`config.mk`:
```
export PLATFORM = sky130hd
export DESIGN_NAME = mux7_rr_arbiter_flat
export DESIGN_NICKNAME = d
export VERILOG_FILES = /design/src/rtl/mux7_rr_arbiter_if.sv /design/src/rtl/mux7_rr_arbiter.sv /design/src/flat_wrapper.sv
export SDC_FILE = /design/constraint.sdc
export NUM_CORES = 1
export LEC_CHECK = 0
export ABC_AREA = 1
export CAP_MARGIN = 20
export CELL_PAD_IN_SITES_DETAIL_PLACEMENT = 1
export CELL_PAD_IN_SITES_GLOBAL_PLACEMENT = 2
export CORE_MARGIN = 5
export CORE_UTILIZATION = 28
export CTS_CLUSTER_SIZE = 28
export DETAILED_ROUTE_END_ITERATION = 8
export PLACE_DENSITY_LB_ADDON = 0.1
export SLEW_MARGIN = 20
export SYNTH_ARGS = -nofsm -noshare
export SYNTH_HDL_FRONTEND = slang
export SYNTH_SLANG_ARGS = --single-unit
```
`constraint.sdc`:
```
create_clock -name clk -period 2.6 [get_ports clk]
set_input_delay 0.39 -clock clk [delete_from_list [all_inputs] [get_ports clk]]
set_output_delay 0.39 -clock clk [all_outputs]
set_load 0.01 [all_outputs]
```
`src/rtl/mux7_rr_arbiter_if.sv`:
```
`default_nettype none
// ============================================================================
//  Module   : mux7_rr_arbiter_if
//  Purpose  : Request/grant bundle between the 7 requesters and the
//             round-robin arbiter that owns the shared 7:1 bit mux select.
//  Signals  : en      - new grants allowed
//             req[6:0]- request per mux leg
//             gnt[6:0]- one-hot registered grant
//             sel[2:0]- registered mux select (3'd7 = idle leg)
//             busy    - grant active
//             timeout - one-cycle pulse on a forced release
//  Modports : master (requester side), slave (arbiter side)
//  Revision : 1.0 - initial release
// ============================================================================
interface mux7_rr_arbiter_if;
    logic       en;
    logic [6:0] req;
    logic [6:0] gnt;
    logic [2:0] sel;
    logic       busy;
    logic       timeout;

    modport master (
        output en,
        output req,
        input  gnt,
        input  sel,
        input  busy,
        input  timeout
    );

    modport slave (
        input  en,
        input  req,
        output gnt,
        output sel,
        output busy,
        output timeout
    );
endinterface
`default_nettype wire

```
`src/rtl/mux7_rr_arbiter.sv`:
```
`default_nettype none
// ============================================================================
//  Module   : mux7_rr_arbiter
//  Purpose  : Round-robin arbiter sharing one 7:1 bit mux among 7 requesters.
//             A grant is held until its owner drops req; the next grant goes
//             to the next requester in circular order after the last owner.
//             Select code 3'd7 picks the tied-0 spare leg (idle).
//  Ports    : clk          - clock, rising edge
//             rst_n        - synchronous active-low reset
//             bus (slave)  - en, req[6:0] in; gnt[6:0], sel[2:0], busy,
//                            timeout out (all outputs registered)
//  Params   : MAX_HOLD   (1..255) max grant length, timeout build only
//             GAP_CYCLES (0..15)  dead cycles inserted after each release
//  Options  : MUX7_TIMEOUT_EN - when defined, a grant held for MAX_HOLD
//             cycles is force-released and timeout pulses for one cycle.
//             When undefined, timeout is constant 0 and MAX_HOLD is unused.
//  Revision : 1.0 - initial release
// ============================================================================
module mux7_rr_arbiter #(
    parameter int MAX_HOLD   = 8,
    parameter int GAP_CYCLES = 0
) (
    input  wire logic         clk,
    input  wire logic         rst_n,
    mux7_rr_arbiter_if.slave  bus
);

    typedef enum logic [1:0] {
        S_IDLE  = 2'd0,
        S_GRANT = 2'd1,
        S_GAP   = 2'd2
    } state_t;

    localparam logic [3:0] c_GAP_CYCLES = 4'(GAP_CYCLES);
    localparam logic [2:0] c_SEL_IDLE   = 3'd7;

    state_t     state_q, state_d;
    logic [2:0] ptr_q, ptr_d;
    logic [7:0] hold_cnt_q, hold_cnt_d;
    logic [3:0] gap_cnt_q, gap_cnt_d;
    logic [6:0] gnt_q, gnt_d;
    logic [2:0] sel_q, sel_d;
    logic       timeout_q, timeout_d;

    logic       w_found;
    logic [2:0] w_pick;
    logic       w_owner_req;
    logic       w_force;

    // ------------------------------------------------------------------
    // Circular search starting at ptr: ptr, ptr+1, ..., 6, 0, ...
    // ptr is only ever loaded with 0..6, so one subtraction wraps it.
    // ------------------------------------------------------------------
    always_comb begin : p_pick
        logic [3:0] idx;
        w_found = 1'b0;
        w_pick  = 3'd0;
        idx     = 4'd0;
        for (int i = 0; i < 7; i++) begin
            idx = {1'b0, ptr_q} + 4'(i);
            if (idx >= 4'd7) begin
                idx = idx - 4'd7;
            end
            if (!w_found && bus.req[idx[2:0]]) begin
                w_found = 1'b1;
                w_pick  = idx[2:0];
            end
        end
    end

    // The grant is one-hot, so masking req with it isolates the owner's bit
    // without indexing by sel (which would be out of range when idle).
    assign w_owner_req = |(bus.req & gnt_q);

`ifdef MUX7_TIMEOUT_EN
    localparam logic [7:0] c_MAX_HOLD = 8'(MAX_HOLD);
    // hold_cnt is 1 in the first grant cycle, so reaching MAX_HOLD means
    // the owner has had exactly MAX_HOLD cycles.
    assign w_force = (hold_cnt_q == c_MAX_HOLD);
`else
    logic w_unused_max_hold;
    assign w_unused_max_hold = (MAX_HOLD == 0);
    assign w_force           = 1'b0;
`endif

    // ------------------------------------------------------------------
    // State register
    // ------------------------------------------------------------------
    always_ff @(posedge clk) begin
        if (!rst_n) begin
            state_q    <= S_IDLE;
            ptr_q      <= 3'd0;
            hold_cnt_q <= 8'd0;
            gap_cnt_q  <= 4'd0;
            gnt_q      <= 7'd0;
            sel_q      <= c_SEL_IDLE;
            timeout_q  <= 1'b0;
        end else begin
            state_q    <= state_d;
            ptr_q      <= ptr_d;
            hold_cnt_q <= hold_cnt_d;
            gap_cnt_q  <= gap_cnt_d;
            gnt_q      <= gnt_d;
            sel_q      <= sel_d;
            timeout_q  <= timeout_d;
        end
    end

    // ------------------------------------------------------------------
    // Next-state and registered-output logic
    // ------------------------------------------------------------------
    always_comb begin
        state_d    = state_q;
        ptr_d      = ptr_q;
        hold_cnt_d = hold_cnt_q;
        gap_cnt_d  = gap_cnt_q;
        gnt_d      = gnt_q;
        sel_d      = sel_q;
        timeout_d  = 1'b0;

        unique case (state_q)
            S_IDLE: begin
                gnt_d = 7'd0;
                sel_d = c_SEL_IDLE;
                if (bus.en && w_found) begin
                    gnt_d      = 7'(1) << w_pick;
                    sel_d      = w_pick;
                    hold_cnt_d = 8'd1;
                    state_d    = S_GRANT;
                end
            end

            S_GRANT: begin
                // en is deliberately ignored here: an active grant always
                // runs to completion.
                if (!w_owner_req || w_force) begin
                    gnt_d      = 7'd0;
                    sel_d      = c_SEL_IDLE;
                    hold_cnt_d = 8'd0;
                    timeout_d  = w_owner_req && w_force;
                    // Next search starts just after the released owner, so
                    // that owner becomes lowest priority on the next pass.
                    ptr_d      = (sel_q == 3'd6) ? 3'd0 : 3'(sel_q + 3'd1);
                    gap_cnt_d  = c_GAP_CYCLES;
                    state_d    = (GAP_CYCLES > 0) ? S_GAP : S_IDLE;
                end else if (hold_cnt_q != 8'hFF) begin
                    hold_cnt_d = hold_cnt_q + 8'd1;
                end
            end

            S_GAP: begin
                gnt_d = 7'd0;
                sel_d = c_SEL_IDLE;
                if (gap_cnt_q <= 4'd1) begin
                    gap_cnt_d = 4'd0;
                    state_d   = S_IDLE;
                end else begin
                    gap_cnt_d = gap_cnt_q - 4'd1;
                end
            end

            default: begin
                gnt_d   = 7'd0;
                sel_d   = c_SEL_IDLE;
                state_d = S_IDLE;
            end
        endcase
    end

    assign bus.gnt     = gnt_q;
    assign bus.sel     = sel_q;
    assign bus.busy    = |gnt_q;
    assign bus.timeout = timeout_q;

endmodule
`default_nettype wire

```
`src/flat_wrapper.sv`:
```
// flat-port wrapper written by rule: the top's interface ports become plain ports
module mux7_rr_arbiter_flat 
#(
    parameter int MAX_HOLD   = 8,
    parameter int GAP_CYCLES = 0
)
  (clk, rst_n, bus_en, bus_req, bus_gnt, bus_sel, bus_busy, bus_timeout);
  mux7_rr_arbiter_if bus_i ();
  input  wire logic clk;
  input  wire logic rst_n;
  input wire logic [$bits(bus_i.en)-1:0] bus_en;
  input wire logic [$bits(bus_i.req)-1:0] bus_req;
  output wire logic [$bits(bus_i.gnt)-1:0] bus_gnt;
  output wire logic [$bits(bus_i.sel)-1:0] bus_sel;
  output wire logic [$bits(bus_i.busy)-1:0] bus_busy;
  output wire logic [$bits(bus_i.timeout)-1:0] bus_timeout;
  assign bus_i.en = bus_en;
  assign bus_i.req = bus_req;
  assign bus_gnt = bus_i.gnt;
  assign bus_sel = bus_i.sel;
  assign bus_busy = bus_i.busy;
  assign bus_timeout = bus_i.timeout;
  mux7_rr_arbiter #(.MAX_HOLD(MAX_HOLD), .GAP_CYCLES(GAP_CYCLES)) u_core (.clk(clk), .rst_n(rst_n), .bus(bus_i));
endmodule
```
## Word-level counts from Yosys, hierarchy flattened

Index checks and enable logic that the tools add are counted.

- Register bits: 19
- Output and inout port bits: 12
- Logic and storage cells: 113

- Add/subtract/negate cells: 15
- $lt $le $gt $ge: 15
- Equality and inequality tests: 6
- Shift-type cells: 1
- Muxes and demuxes: 49
- Bitwise gates (word level): 2
- Reduce and logical (&&, ||, !) cells: 20

Operator list:

| kind | count |
|---|---|
| $mux W3 | 17 |
| $lt A3 B4 Y1 const B | 7 |
| $ge A4 B3 Y1 const B | 6 |
| $bmux W1 S3 | 7 |
| $sub A3 B3 Y3 const B | 7 |
| $mux W1 | 14 |
| $mux W7 | 2 |
| $pmux W7 S2 | 1 |
| $reduce_or A7 Y1 | 2 |
| $add A3 B3 Y4 const B | 3 |
| $add A3 B2 Y4 const B | 2 |
| $mux W4 | 2 |
| $pmux W4 S2 | 1 |
| $and A7 B7 Y7 | 1 |
| $logic_and A1 B1 Y1 | 7 |
| $shl A1 B3 Y7 const A | 1 |
| $logic_not A1 Y1 | 6 |
| $mux W2 | 3 |
| $pmux W2 S3 | 1 |
| $pmux W3 S2 | 1 |
| $add A3 B1 Y4 const B | 1 |
| $le A4 B1 Y1 const B | 1 |
| $ne A2 B1 Y1 const B | 2 |
| $reduce_and A2 Y1 | 2 |
| 11 further kinds | 11 |

## Longest topological paths before layout

- Depth after elaboration: 26
- Depth in mapped cells: 24
- Gate-level depth less buffers: 23

## Least setup slack after synthesis

Ideal clock, no wire load.

- Kind: flip-flop to flip-flop
- Start: reg u_core.ptr_q[1]
- End: reg u_core.gnt_q[0], in the netlist u_core.bus.gnt[0]
- Data arrival time: 2.565 ns
- Setup slack: -0.083 ns
- Cell stages (with the launch flop): 19
- Clock period less this slack: 2.683 ns
- Cell sequence: dfxtp_1 inv_1 ha_1 inv_1 fa_1 o21ai_1 inv_1 nand3_1 nand3_1 nand2_2 nand4_2 nor2_4 nand3b_1 nand3_1 inv_2 nand3_2 nor2_1 nor2_1 nor2_1

- Cells in the longest elaborated chain, start to end: 26
- Elaborated cells on any way between the ends: 71

Ends and longest elaborated chain:

| item | RTL line | RTL |
|---|---|---|
| start, declared | mux7_rr_arbiter.sv:38 | `logic [2:0] ptr_q, ptr_d;` |
| start signal, assigned | mux7_rr_arbiter.sv:100 | `ptr_q <= ptr_d;` |
| branches (longest 24 deep; another with $add A3 B1 Y4) | - |  |
| $mux W7 (*) | mux7_rr_arbiter.sv:125 | `if (bus.en && w_found) begin` |
| $pmux W7 S2 (*) | mux7_rr_arbiter.sv:121 | `unique case (state_q)` |
| end signal, assigned | mux7_rr_arbiter.sv:103 | `gnt_q <= gnt_d;` |
| end, declared | mux7_rr_arbiter.sv:41 | `logic [6:0] gnt_q, gnt_d;` |

Every way passes the cells marked *. The select of a mux whose other input is x is not followed.
A chain may end at the register's enable or synchronous reset.

## Final worst setup path

Same ends and word-level chain as after synthesis.

==> reports/metrics.csv <==
metric,value,unit
die_y,100,um
yosys_warnings,0,
timing.clock.skew,0.000711,ns
gp_congestion,0.857,
first_iter_violations,77,
ys_types,37,
ys_top_cells_by_count,"nand2_1 (114), nand3_1 (66), inv_1 (41)",
endpoint_kind,flip-flop,
finalCritPeriodShare,1.05,
fp-row-count,33,
clock_power_share,0.050,
ys_seq_area_frac,0.123,
synth_top_area_share,0.187,
synth_most_common_cell,nand2_1,
drt-total-wl,8930,um
synth_nets,409,
cp_max_fo,7,
p_seq_frac,0.094,
cts.clk_slew.worst_paths,0.05,ns
wl_per_cell,15.3,um
path_cells,inv_4 -> ha_4 -> inv_2 -> fa_2 -> inv_2 -> nand2_2 -> nand2_4 -> nand2_2 -> nand3_2 -> nand3_2 -> nand2_4 -> nand3_4 -> nor2_4 -> nand2_4 -> clkinv_4 -> nand2_2 -> nand2_1 -> nand2_1 -> nand2_2 -> nand3_4 -> nor2_1 -> nor2_1 -> nor2_1,
htree_levels,1,
root_buffer,clkbuf_8,
power.density,980,nW/um^2
p_int,0.00159,W
p_leak,1.69,nW
switching_share,0.544,
place.port_buffers,20,
seqCellArea,288,sq um
cts_inserted_buffers,3,
first_pass_iters,4,
rsz0062_at_grt,yes,
vias_per_cell,4.89,
hpwl,7530,um
grt_max_degree,12,
area_delta_synth_final,55.1,%
synthCells,386,
startpoint_type,flip-flop,
synthFlopType,dfxtp_1,
dieArea,10100,sq um
p_switching,0.00189,W
fillers,1076,
cp_common_cell,nand2_2,
violations,setup timing,
num_io_pins,22,
start_util,0.282,
finalNetCount,502,
outcome,"finished, violations left",
diodes,0,
core-area,8090,sq um
multi_input_area,2110,sq um
holdCritPathClass,reg2reg,
synthTopCellsByArea,"nand2_1 (19%), nand3_1 (14%), dfxtp_1 (12%)",
cap_violations,0,
routed-via-count,2846,
fin_crit,2.74,ns
ant_nets,0,
cts_tree,done,
syn-cell-area,2290,sq um
power,0.00347,W
synth-edff-count,0,
cp_data_required_time,2.77,ns
dp_slack,-0.412,ns
synth-seq-cells,14,
grtUsageTotal,0.181,
design_area,3550,sq um
arrival,2.91,ns
drive_gt1_frac,0.436,
finish.utilization,0.438,
grt_pass1_vias,3022,
die_x,100,um
synthArstFlopShare,0,
p_comb_frac,0.856,
timing.final.hold_violations,0,
antenna_found_initial,0,
yosys.area.top_type,nand2_1,
drv_slew,0,
cp_slowest_cell,fa_2,
critPathKind,reg2reg,
grt_overflow,0,
clock_path_buffers,2,
drc,0,
insertion_delay,0.24,ns
slowest_delay,0.43,ns
syn_avg_cell_area,5.92,sq um
clock_sink_count,14,
fmax,365,MHz
grt_first_pass_wirelength,14800,um
peakVddDrop,0.000422,V
setup_viol,11,
placed_area,3050,sq um
worst_slack,-0.141,ns
stage by stage:
stage               std cells  hold slack [ns]  TNS, ns
floorplan                 386            0.489        0
global placement          570            0.508    -3.24
detailed placement        570            0.503    -3.75
CTS                       577            0.527    -1.31
global route              582            0.563    -2.88
finish                    582            0.530   -0.886
worst max-delay path: cells and delay by family, from the launching register on:
| family | cells | cell delay [ns] |
|---|---|---|
| simple gates | 17 | 1.46 |
| buf+inv | 4 | 0.28 |
| fa+ha+maj | 2 | 0.56 |
| flops | 1 | 0.37 |
kinds of logic (layout without fill, tap and decap cells):
kind of cell	count (synthesis)	in the layout	share of synthesized area
AND/OR/NAND/NOR	253	253	0.556
buffers and inverters	57	148	0.108
AO/OA/AOI/OAI	47	47	0.125
flip-flops	14	14	0.123
adder cells (fa/ha/maj)	13	13	0.0744
other	1	1	0.00164
XOR/XNOR	1	1	0.0120
worst paths after layout:
check	startpoint	end	slack, ns	cells after the start
min	u_core.bus.gnt[6]$_SDFFE_PN0P_	u_core.bus.gnt[6]$_SDFFE_PN0P_	0.53	2
max	u_core.ptr_q[1]$_SDFFE_PN0P_	u_core.bus.gnt[0]$_SDFFE_PN0P_	-0.14	23
max reg2reg	u_core.ptr_q[1]$_SDFFE_PN0P_	u_core.bus.gnt[0]$_SDFFE_PN0P_	-0.14	23
min reg2reg	u_core.bus.gnt[6]$_SDFFE_PN0P_	u_core.bus.gnt[6]$_SDFFE_PN0P_	0.53	2
registers in the layout, summed over array words and instances, names as in the netlist:
| name | flops |
|---|---|
| u_core.bus.sel | 3 |
| u_core.ptr_q | 3 |
| u_core.state_q | 1 |
| u_core.bus.gnt | 7 |
routing by layer:
metal | part of all wire | global-route usage | up-vias | routed length (um)
met5 | 0 | 0 | - | 0
met4 | 0.011 | 0.0311 | 0 | 99
met3 | 0.027 | 0.0125 | 8 | 237
met2 | 0.53 | 0.349 | 41 | 4700
met1 | 0.44 | 0.219 | 1348 | 3890
li1 | - | - | 1449 | -
timing repair:
| item | 4_1_cts | 5_1_grt |
|---|---|---|
| hold buffers | 0 | 0 |
| cloned | 0 | 0 |
| setup buffers | 4 | 5 |
| resized for setup | 55 | 54 |
| pin swaps | 30 | 39 |
| endpoints found under the setup margin | 11 | 11 |
power groups by stage:
| stage | Clock (W) | Combinational (W) | Sequential, W |
|---|---|---|---|
| 2_1_floorplan | 0 | 0.00151 | 0.000325 |
| 3_3_place_gp | 0 | 0.00247 | 0.000317 |
| 3_5_place_dp | 0 | 0.00248 | 0.000317 |
| 4_1_cts | 0.000181 | 0.00276 | 0.000318 |
| 5_1_grt | 0.000188 | 0.00327 | 0.000332 |
| 6_report | 0.000175 | 0.00297 | 0.000325 |
cells in the final DEF, fill, tap and decap left out, types with 2 or more instances in the layout:
master | synthesis | routed
o21ai_2 | 3 | 6
nand2_2 | 12 | 29
inv_2 | 7 | 13
clkinv_1 | 4 | 2
ha_2 | 0 | 2
nor2_4 | 3 | 6
buf_6 | 2 | 5
ha_1 | 12 | 5
nand3_2 | 11 | 28
inv_1 | 41 | 33
o211ai_1 | 3 | 3
a211oi_1 | 2 | 2
nor2_2 | 4 | 9
nand2_1 | 114 | 94
dfxtp_4 | 0 | 2
buf_4 | 1 | 67
inv_4 | 1 | 4
o21ai_1 | 6 | 6
clkbuf_8 | 0 | 3
nor2_1 | 24 | 16
o21ai_0 | 15 | 9
a21oi_1 | 12 | 7
nand3_4 | 0 | 2
a21oi_2 | 1 | 6
dfxtp_1 | 14 | 12
nand3_1 | 66 | 47
nand2_4 | 8 | 11
nand4_1 | 7 | 7
ha_4 | 0 | 5
clkdlybuf4s50_1 | 0 | 20
o21ai_4 | 1 | 4
final cells by class:
class                   count  share of cell area
multi-input cells         315               0.596
clock buffers               3              0.0116
well taps                 105              0.0371
flip-flops and latches     14              0.0812
inverters                  53              0.0603
repair buffers             92               0.214
No activity file was read; power rests on OpenSTA's default activity.
